**config.mk**
```make
export PLATFORM = sky130hd
export DESIGN_NAME = timer_arbiter
export DESIGN_NICKNAME = d
export VERILOG_FILES = /design/src/rtl/vm_pkg.sv /design/src/rtl/tick_gen.sv /design/src/rtl/timer_arbiter.sv
export SDC_FILE = /design/constraint.sdc
export NUM_CORES = 1
export LEC_CHECK = 0
export ABC_AREA = 1
export ABC_CLOCK_PERIOD_IN_PS = 1800
export CAP_MARGIN = 20
export CORE_UTILIZATION = 60
export CTS_BUF_LIST = sky130_fd_sc_hd__clkbuf_4 sky130_fd_sc_hd__clkbuf_8
export DETAILED_ROUTE_END_ITERATION = 10
export DONT_BUFFER_PORTS = 1
export GPL_ROUTABILITY_DRIVEN = 0
export PLACE_DENSITY = 0.82
export SYNTH_ARGS = -nofsm -noshare
export SYNTH_HDL_FRONTEND = slang
export SYNTH_SLANG_ARGS = --single-unit
```
**constraint.sdc**
```tcl
create_clock -name clk -period 1.8 [get_ports clk]
set_clock_uncertainty 0.1 [all_clocks]
set_input_delay 0.45 -clock clk [delete_from_list [all_inputs] [get_ports clk]]
set_output_delay 0.45 -clock clk [all_outputs]
set_load 0.1 [all_outputs]
```
**src/rtl/vm_pkg.sv**
```systemverilog
// Shared definitions for the timer arbiter: FSM encoding and default geometry.
package vm_pkg;

    localparam int unsigned TICK_DIV_DEF = 100000;
    localparam int          NREQ_DEF     = 4;
    localparam int          DUR_W_DEF    = 16;

    typedef enum logic [1:0] {
        ST_IDLE = 2'd0,
        ST_RUN  = 2'd1,
        ST_DONE = 2'd2
    } state_t;

endpackage

```
**src/rtl/tick_gen.sv**
```systemverilog
// Timebase prescaler: free-running 0..TICK_DIV-1 counter with a synchronous
// clear; tick is high for the single cycle the counter sits at its top value.
module tick_gen #(
    parameter int unsigned TICK_DIV = 100000
) (
    input  logic clk,
    input  logic reset,
    input  logic clr,
    output logic tick
);

    localparam logic [31:0] TC = 32'(TICK_DIV - 1);

    logic [31:0] cnt_q;

    always_ff @(posedge clk or negedge reset) begin
        if (!reset) begin
            cnt_q <= '0;
        end else if (clr || cnt_q == TC) begin
            cnt_q <= '0;
        end else begin
            cnt_q <= cnt_q + 32'd1;
        end
    end

    assign tick = (cnt_q == TC);

endmodule

```
**src/rtl/timer_arbiter.sv**
```systemverilog
// One shared tick-based timer handed round-robin to NREQ requesters; the owner
// gets a done pulse after its requested number of ticks unless it aborts first.
//
//   state   | meaning
//   --------+--------------------------------------------------------------
//   ST_IDLE | no owner; pick the next requester round-robin from last_grant
//   ST_RUN  | owner holds grant, remaining counts down on each tick
//   ST_DONE | one cycle: done pulse to owner, grant still held
module timer_arbiter
    import vm_pkg::*;
#(
    parameter int unsigned TICK_DIV = TICK_DIV_DEF,
    parameter int          NREQ     = NREQ_DEF,
    parameter int          DUR_W    = DUR_W_DEF
) (
    input  logic                  clk,
    input  logic                  reset,
    input  logic [NREQ-1:0]       req,
    input  logic [NREQ*DUR_W-1:0] dur,
    output logic [NREQ-1:0]       grant,
    output logic [NREQ-1:0]       done,
    output logic                  busy,
    output logic [DUR_W-1:0]      remaining,
    output logic                  tick
);

    localparam int IDXW = (NREQ > 1) ? $clog2(NREQ) : 1;

    // First asserted request scanning upward from last+1, wrapping; the
    // previous owner is therefore always considered last.
    function automatic logic [IDXW-1:0] rr_pick(input logic [NREQ-1:0] r,
                                                input logic [IDXW-1:0] last);
        logic [IDXW-1:0] pick;
        int              j;
        pick = last;
        for (int i = NREQ; i >= 1; i--) begin
            j = (int'(last) + i) % NREQ;
            if (r[j]) pick = IDXW'(j);
        end
        return pick;
    endfunction

    state_t            state_q, state_d;
    logic [NREQ-1:0]   grant_q, grant_d;
    logic [IDXW-1:0]   sel_q, sel_d;
    logic [IDXW-1:0]   last_q, last_d;
    logic [DUR_W-1:0]  rem_q, rem_d;
    logic              armed_q;
    logic              prescale_clr;
    logic [IDXW-1:0]   pick;

    tick_gen #(
        .TICK_DIV (TICK_DIV)
    ) u_tick_gen (
        .clk   (clk),
        .reset (reset),
        .clr   (prescale_clr),
        .tick  (tick)
    );

    // armed_q holds off the very first grant by one cycle after reset release.
    always_ff @(posedge clk or negedge reset) begin
        if (!reset) begin
            state_q <= ST_IDLE;
            grant_q <= '0;
            sel_q   <= '0;
            last_q  <= IDXW'(NREQ - 1);
            rem_q   <= '0;
            armed_q <= 1'b0;
        end else begin
            state_q <= state_d;
            grant_q <= grant_d;
            sel_q   <= sel_d;
            last_q  <= last_d;
            rem_q   <= rem_d;
            armed_q <= 1'b1;
        end
    end

    always_comb begin
        state_d      = state_q;
        grant_d      = grant_q;
        sel_d        = sel_q;
        last_d       = last_q;
        rem_d        = rem_q;
        prescale_clr = 1'b0;
        pick         = rr_pick(req, last_q);

        case (state_q)
            ST_IDLE: begin
                if (armed_q && (|req)) begin
                    state_d       = ST_RUN;
                    sel_d         = pick;
                    grant_d       = '0;
                    grant_d[pick] = 1'b1;
                    rem_d         = dur[int'(pick)*DUR_W +: DUR_W];
                    prescale_clr  = 1'b1;
                end
            end
            ST_RUN: begin
                // Abort takes precedence over reaching zero.
                if (!req[sel_q]) begin
                    state_d = ST_IDLE;
                    grant_d = '0;
                    rem_d   = '0;
                    last_d  = sel_q;
                end else if (rem_q == '0) begin
                    state_d = ST_DONE;
                end else if (tick) begin
                    rem_d = rem_q - 1'b1;
                end
            end
            ST_DONE: begin
                state_d = ST_IDLE;
                grant_d = '0;
                rem_d   = '0;
                last_d  = sel_q;
            end
            default: begin
                state_d = ST_IDLE;
                grant_d = '0;
                rem_d   = '0;
            end
        endcase
    end

    assign grant     = grant_q;
    assign done      = (state_q == ST_DONE) ? grant_q : '0;
    assign busy      = |grant_q;
    assign remaining = rem_q;

endmodule

```
==> summary.txt, run 1 <==
Outcome
  – Failing step: 5_1_grt
  – Err: [ERROR GRT-0232] Routing congestion too high. Check the congestion heatmap in the GUI.
  – Outcome: did not finish

Synthesis
  – Syn Area/Cell: 6.631 um2
  – Biggest area consumer among synthesized cells: dfrtp_1
  – Most common cell in the netlist: nand2_1
  – Yosys warns: 0
  – #FFs+latches synth: 59
  – Yosys cell types: 48
  – Synth top area cells: dfrtp_1, nand2_1, nand3_1, nor2_1, inv_1
  – EDFF count, synth: 0
  – Synthesized area: 4310 um2
  – Top FF cell, synth: dfrtp_1
  – Post-Syn Instances: between 600 and 700
  – Sequential fraction of the synthesis area: about a third
  – Synth top area share: approximately a third
  – Post-synthesis async set-or-reset flop share: between 90% and 100%
  – Post-Syn Nets: 722
  – Synth cell count leaders: nand2_1, dfrtp_1, nand3_1, nor2_1, inv_1

Clock network
  – Clock Sinks: 59
  – CTS H-tree lvls: 3
  – Num CTS Buffers: 9
  – Clock root buffer: clkbuf_8
  – Clock tree buffer depth: 2

GRT
  – Gr usage total: ~76%
  – Global route overflow: 35
  – Largest net degree at the start of global routing: 60

Floorplanning
  – IO Pins: 96
  – Die Y: between 80 and 90 um
  – Initial Util: a little over three fifths
  – Rows: 30
  – Die X: 86.76 um

STA
  – Post-GRT worst EP: tick
  – Worst endpoint type: top-level output

Place
  – Pre-CTS setup slack: -379.1 ps
  – Detailed placement HPWL: about 9500 um
  – PortBufs: 0
## layer usage
| layer | GRT usage [%] | overflow |
|---|---|---|
| met1 | 76.24 | 0 |
| met2 | 93.65 | 13 |
| met3 | 60.00 | 1 |
| met4 | 80.76 | 21 |
| met5 | 8.392 | 0 |
## repair_timing
item	in CTS
hold endpoints to repair	59
setup endpoints to repair	62
setup buffers	24
gates resized for setup	64
pin swaps	30
cloned	7
## metrics by stage
step                cell area, um2  cells  setup TNS, ps
floorplan                     4456    650          -5526
global placement              5419    848          -8025
detailed placement            5419    848         -11760
CTS                           6138    895         -17550
## cell families after synthesis
family	count (synthesis)	share of synthesized area [%]
simple gates	435	45.66
buf+inv	80	8.447
compound gates	63	8.883
flops	59	34.31
xor+xnor	10	2.032
fa+ha+maj	2	0.5805
other cells	1	0.08700
==> run 2: changes to the inputs <==
--- a/config.mk
+++ b/config.mk
@@ -6,14 +6,13 @@
 export NUM_CORES = 1
 export LEC_CHECK = 0
 export ABC_AREA = 1
-export ABC_CLOCK_PERIOD_IN_PS = 1800
+export ABC_CLOCK_PERIOD_IN_PS = 2350
 export CAP_MARGIN = 20
-export CORE_UTILIZATION = 60
-export CTS_BUF_LIST = sky130_fd_sc_hd__clkbuf_4 sky130_fd_sc_hd__clkbuf_8
+export CORE_UTILIZATION = 40
 export DETAILED_ROUTE_END_ITERATION = 10
 export DONT_BUFFER_PORTS = 1
 export GPL_ROUTABILITY_DRIVEN = 0
-export PLACE_DENSITY = 0.82
+export PLACE_DENSITY_LB_ADDON = 0.15
 export SYNTH_ARGS = -nofsm -noshare
 export SYNTH_HDL_FRONTEND = slang
 export SYNTH_SLANG_ARGS = --single-unit
==> constraint.sdc (replaced) <==
create_clock -name clk -period 2.35 [get_ports clk]
set_clock_uncertainty 0.1 [all_clocks]
set_input_delay 0.5875 -clock clk [delete_from_list [all_inputs] [get_ports clk]]
set_output_delay 0.5875 -clock clk [all_outputs]
set_load 0.1 [all_outputs]
==> summary.txt, run 2 <==
Synthesis
  – Synthesized area: about 4300 um2
  – Post-Syn Nets: 722
  – Synth top area cells: dfrtp_1, nand2_1, nand3_1, nor2_1, inv_1
  – Yosys cell types: 48
  – #FFs+latches synth: 59
  – Sequential fraction of the synthesis area: between 30% and 40%
  – Synth top area share: about a third
  – Synth cell count leaders: nand2_1, dfrtp_1, nand3_1, nor2_1, inv_1
  – Post-synthesis async set-or-reset flop share: between 90% and 100%
  – EDFF count, synth: 0
  – Post-Syn Instances: 650
  – Yosys warns: 0
  – Syn Area/Cell: about 6.6 um2
  – Most common cell in the netlist: nand2_1
  – Biggest area consumer among synthesized cells: dfrtp_1
  – Top FF cell, synth: dfrtp_1

Setup path
  – Max Fanout on Critical Path: 4
  – Reg2reg start: last_q[0]
  – R2r endpoint: remaining[15]
  – Worst Path Required: between 1500 and 2000 ps
  – R2r setup slk: 110 ps
  – Critical Path AT: 1650 ps
  – Critical Path Sink Type: output port
  – CP Launch Type: flop
  – Kind of critical path: flop to output port
  – Cells on worst reg2reg path: 17

Clock network
  – Clock transition at path regs: about 70 ps
  – Clock root buffer: clkbuf_8
  – Clock tree buffer depth: 2
  – Worst-Skew Late Latency: ~340 ps
  – Num CTS Buffers: 9
  – Clock Sinks: ~60
  – TritonCTS clock tree: built
  – CTS H-tree lvls: 3

STA
  – Final Max Tran Viols: 0
  – Tmin final: around 2300 ps
  – RSZ-0062 raised after global routing: true
  – Final Setup Violations: 0
  – Hold_ws: approximately 16 ps
  – Final Hold Viols: 0
  – Max Clk Rate: around 430 MHz
  – Final worst slack: 16.72 ps
  – Period utilization: 99.29%

Floorplanning
  – Initial Util: roughly two fifths
  – Die X: ~110 um
  – Die Area: between 10,000 and 15,000 um2
  – Die Y: roughly 110 um
  – Rows: 37
  – IO Pins: 96
  – Core area: between 10,000 and 15,000 um2

Flow run
  – Max Cap Viol: 0

Layout
  – Syn-to-layout area delta: 24.64%
  – Share of cells above drive strength 1: a little under a quarter
  – Commonest non-fill, non-tap cell in the layout: nand2_1
  – Flip-flop count of the largest register after layout: 32
  – Commonest non-fill, non-tap cells in the layout: nand2_1, buf_4, dfrtp_1
  – Nets: approximately 800
  – Most flop-heavy register: u_tick_gen.cnt_q
  – Diode count: 0

Detailed routing
  – TritonRoute pass-1 iters: 4
  – Post-route ant nets: 0
  – First DRT Iteration DRCs: about 260
  – DR WL/cell: between 10 and 15 um
  – Post-route DRC: 0
  – Routed WL: roughly 13,000 um
  – Via density: just over 5
  – DR vias: ~4.4k

Hold path
  – Min-Delay Path Class: input pin to asynchronous set/reset pin

Place
  – Pre-CTS setup slack: -10.80 ps
  – Detailed placement HPWL: between 9000 and 10,000 um
  – PortBufs: 0

GRT
  – Vias in the first global route: 4,253
  – First-pass GRT wire length: 19,870 um
  – Initial antenna violation count: 0
  – GR Util met1: about 25%
  – GRT busiest layer: met2
  – Gr usage total: approximately 22%
  – Largest net degree at the start of global routing: 60
  – Grt met3 use: ~4.3%
  – Global route overflow: 0
  – Met2 Resource Use GR: a little over two fifths

Pwr
  – P_leak: 2.701 nW
  – Pwr per Cell Area: approximately 1500 nW/um2
  – Max VDD drop: slightly above 0.9 mV

Outcome
  – Outcome: completed
[run 2: cell counts after synthesis]
Identical to the previous run, type by type.
[run 2: worst max path at each step]
stage                     cells past startpoint            to            startpoint
after detailed placement                     17  remaining[7]             last_q[0]
after global routing                          6          tick  u_tick_gen.cnt_q[20]
after CTS                                     6          tick  u_tick_gen.cnt_q[17]
after floorplan                              10  remaining[8]          remaining[3]
final                                         6          tick  u_tick_gen.cnt_q[20]
after global placement                       17  remaining[7]             last_q[0]
[run 2: what timing repair did]
action,4_1_cts,5_1_grt
hold endpoints to repair,59,0
pin swaps,7,7
resized for setup,8,25
setup endpoints to repair,3,21
hold buffers,1,0
setup buffers,11,10
cloned,0,5
[run 2: kinds of logic (layout without fill, tap and decap cells)]
family | count (synthesis) | in the layout | synth area share (%)
AND/OR/NAND/NOR | 435 | 437 | 45.66
other | 1 | 1 | 0.08700
XOR/XNOR | 10 | 10 | 2.032
AO/OA/AOI/OAI | 63 | 63 | 8.883
adder cells (fa/ha/maj) | 2 | 2 | 0.5805
buffers and inverters | 80 | 141 | 8.447
flip-flops | 59 | 59 | 34.31
[run 2: layout make-up]
class                      count  area (um2)
clock inverter                 4       50.05
timing repair buffer          64       650.6
tap                          136       170.2
inverter                      61       239.0
sequential                    59        1498
multi-input combinational    513        2620
clock buffer                  12       145.1
fill                        1066        4997
[run 2: report_power, final]
| group | internal, mW | switching [mW] | total (mW) |
|---|---|---|---|
| registers | 1.27 | 0.413 | 1.69 |
| logic | 1.72 | 3.72 | 5.44 |
| clock network | 0.518 | 0.425 | 0.943 |
[run 2: per-layer routing]
metal	wire, um	vias to the layer above
li1	-	2200
met1	5186	2022
met2	6556	121
met3	505	22
met4	289	0
met5	0	-
[run 2: worst max-delay path, stage by stage, from the launching register on]
cell,delay [ps]
dfrtp_1,420
inv_2,90
nand2_2,60
nor4_4,250
nand3_2,150
nor2_4,140
buf_12,180
[run 2: metrics by stage]
stage	cell area, um2	TNS [ps]	util [%]	instances	total power, mW
3_3_place_gp	4761	0	45.91	806	6.417
5_1_grt	5373	-350.0	51.81	849	8.731
4_1_cts	5110	-43.91	49.28	834	7.527
6_report	5373	0	51.81	849	8.073
2_1_floorplan	4365	0	-	650	5.601
3_5_place_dp	4761	-12.60	45.91	806	6.492
No activity file was read; power rests on OpenSTA's default activity.
==> run 3: changes to the inputs <==
--- a/config.mk
+++ b/config.mk
@@ -12,7 +12,8 @@
 export DETAILED_ROUTE_END_ITERATION = 10
 export DONT_BUFFER_PORTS = 1
 export GPL_ROUTABILITY_DRIVEN = 0
-export PLACE_DENSITY_LB_ADDON = 0.15
+export PLACE_DENSITY = 0.65
+export SKIP_CTS_REPAIR_TIMING = 1
 export SYNTH_ARGS = -nofsm -noshare
 export SYNTH_HDL_FRONTEND = slang
 export SYNTH_SLANG_ARGS = --single-unit
==> summary.txt, run 3 (synthesized netlist as in run 2, its figures left out) <==
Outcome
  – Outcome: complete, but fails checks
  – Failing checks: hold timing, setup timing

GRT
  – GR Util met1: 24.08%
  – First-pass GRT wire length: 18,510 um
  – Gr usage total: between 20% and 30%
  – Grt met3 use: approximately 3.6%
  – Met2 Resource Use GR: 38.28%
  – GRT busiest layer: met2
  – Global route overflow: 0
  – Vias in the first global route: ~4.0k
  – Largest net degree at the start of global routing: 60
  – Initial antenna violation count: 0

STA
  – Max Clk Rate: ~400 MHz
  – RSZ-0062 raised after global routing: true
  – Final Max Tran Viols: 0
  – Tmin final: ~2400 ps
  – Final Setup Violations: 1
  – Final Hold Viols: 1
  – Setup_tns: -93.50 ps
  – Period utilization: 104.0%
  – Hold_ws: -3.351 ps
  – Final worst slack: -93.50 ps

Setup path
  – Reg2reg start: last_q[0]
  – Critical path depth: 7
  – Cells on worst reg2reg path: 17
  – CP delay by family, top: simple AND/OR/NAND/NOR gates
  – R2r setup slk: 100 ps
  – Slowest cell delay on critical path: slightly above 400 ps
  – Worst path slowest cell: dfrtp_1
  – Buf/Inv on CP: 2
  – Kind of critical path: flop to output port
  – CP Launch Type: flop
  – CP Capture Point: tick
  – Critical Path Sink Type: output port
  – Worst-path cell chain: nor2_2 > nand2_2 > nor4_4 > buf_4 > nand3_4 > nor2_4 > buf_12
  – R2r endpoint: remaining[12]
  – Setup crit start: u_tick_gen.cnt_q[14]
  – Worst Path Required: between 1500 and 2000 ps
  – Critical Path AT: between 1500 and 2000 ps
  – Max Fanout on Critical Path: 3

Layout
  – Most flop-heavy register: u_tick_gen.cnt_q
  – Commonest non-fill, non-tap cells in the layout: nand2_1, dfrtp_1, inv_1, nor2_1, nand3_1
  – Final instance area: 5549 um2
  – Nets: 772
  – Syn-to-layout area delta: 28.74%
  – Share of cells above drive strength 1: between 20% and 30%
  – Flip-flop count of the largest register after layout: 32
  – Commonest non-fill, non-tap cell in the layout: nand2_1
  – Diode count: 0

Place
  – Detailed placement HPWL: between 8000 and 9000 um
  – PortBufs: 0
  – Area post-placement: about 4800 um2

Detailed routing
  – Routed WL: around 12,000 um
  – DR WL/cell: 14.63 um
  – Post-route ant nets: 0
  – Via density: 5.276
  – First DRT Iteration DRCs: approximately 220
  – Post-route DRC: 0
  – DR vias: around 4.4k
  – TritonRoute pass-1 iters: 5

Floorplanning
  – IO Pins: 96
  – Initial Util: between 40% and 50%
  – Die X: 105.8 um
  – Core area: roughly 10,000 um2
  – Die Y: 105.8 um
  – Rows: 37
  – Die Area: about 11,000 um2

Clock network
  – TritonCTS clock tree: built
  – CTS H-tree lvls: 3
  – Clock root buffer: clkbuf_8
  – Clock Sinks: slightly below 60
  – Num CTS Buffers: 9
  – Worst-Skew Late Latency: between 300 and 400 ps
  – Clock tree buffer depth: 2
  – Clock transition at path regs: 80 ps

Pwr
  – P_sw: roughly 4.7 mW
  – Pwr per Cell Area: 1569 nW/um2
  – Switching power share of the total: between 50% and 60%
  – Internal: 3.964 mW
  – Sequential fraction of design power: roughly 19%
  – P_leak: approximately 2.8 nW
  – Max VDD drop: around 0.90 mV
  – Clk network pwr share: between 10 and 15%
  – Comb power frac: around two thirds
  – Total Power: about 8.7 mW

Hold path
  – Min-Delay Path Class: input pin to asynchronous set/reset pin

Flow run
  – Max Cap Viol: 0
run 3: cell count changes in the layout (fill, tap and decap cells not counted), sizes merged:
| cell | previous run | this run |
|---|---|---|
| bufinv | 1 | 4 |
| nand3 | 55 | 57 |
| clkinv | 1 | 2 |
| clkinvlp | 2 | 1 |
| buf | 60 | 50 |
| inv | 61 | 60 |
| clkbuf | 16 | 14 |
run 3: power groups by stage:
| stage | Combinational (mW) | Sequential [mW] | Clock, mW |
|---|---|---|---|
| 2_1_floorplan | 3.21 | 2.39 | 0 |
| 3_3_place_gp | 4.62 | 1.71 | 0 |
| 3_5_place_dp | 4.72 | 1.72 | 0 |
| 4_1_cts | 4.73 | 1.71 | 1.30 |
| 5_1_grt | 6.29 | 1.71 | 1.35 |
| 6_report | 5.74 | 1.69 | 1.27 |
run 3: metal layers:
| metal | vias up | part of all wire [%] |
|---|---|---|
| met1 | 2022 | 40 |
| met3 | 34 | 5.1 |
| li1 | 2192 | - |
| met4 | 0 | 3.4 |
| met2 | 189 | 51 |
| met5 | - | 0 |
run 3: cell type report:
type                    instances  area, um2
multi-input cells             515       2775
inverters                      61      239.0
well taps                     136      170.2
fillers                       960       4821
clock buffers                  10      137.6
flip-flops and latches         59       1496
clock inverters                 6      136.4
repair buffers                 54      594.3
run 3: how the worst min path moves through the flow:
stage	to	slack, ps
after floorplan	armed_q	190
after global placement	remaining[4]	190
after detailed placement	remaining[4]	190
after CTS	remaining[4]	-190
after global routing	remaining[4]	7
final	remaining[4]	-3
run 3: through the flow:
step / instances / setup WS, ps / utilization (%)
after floorplan: 650 / 7.467 / -
after global placement: 805 / 93.29 / 45.96
after detailed placement: 805 / 82.42 / 45.96
after CTS: 821 / -228.6 / 48.60
after global routing: 841 / -201.4 / 53.51
final: 841 / -93.50 / 53.51
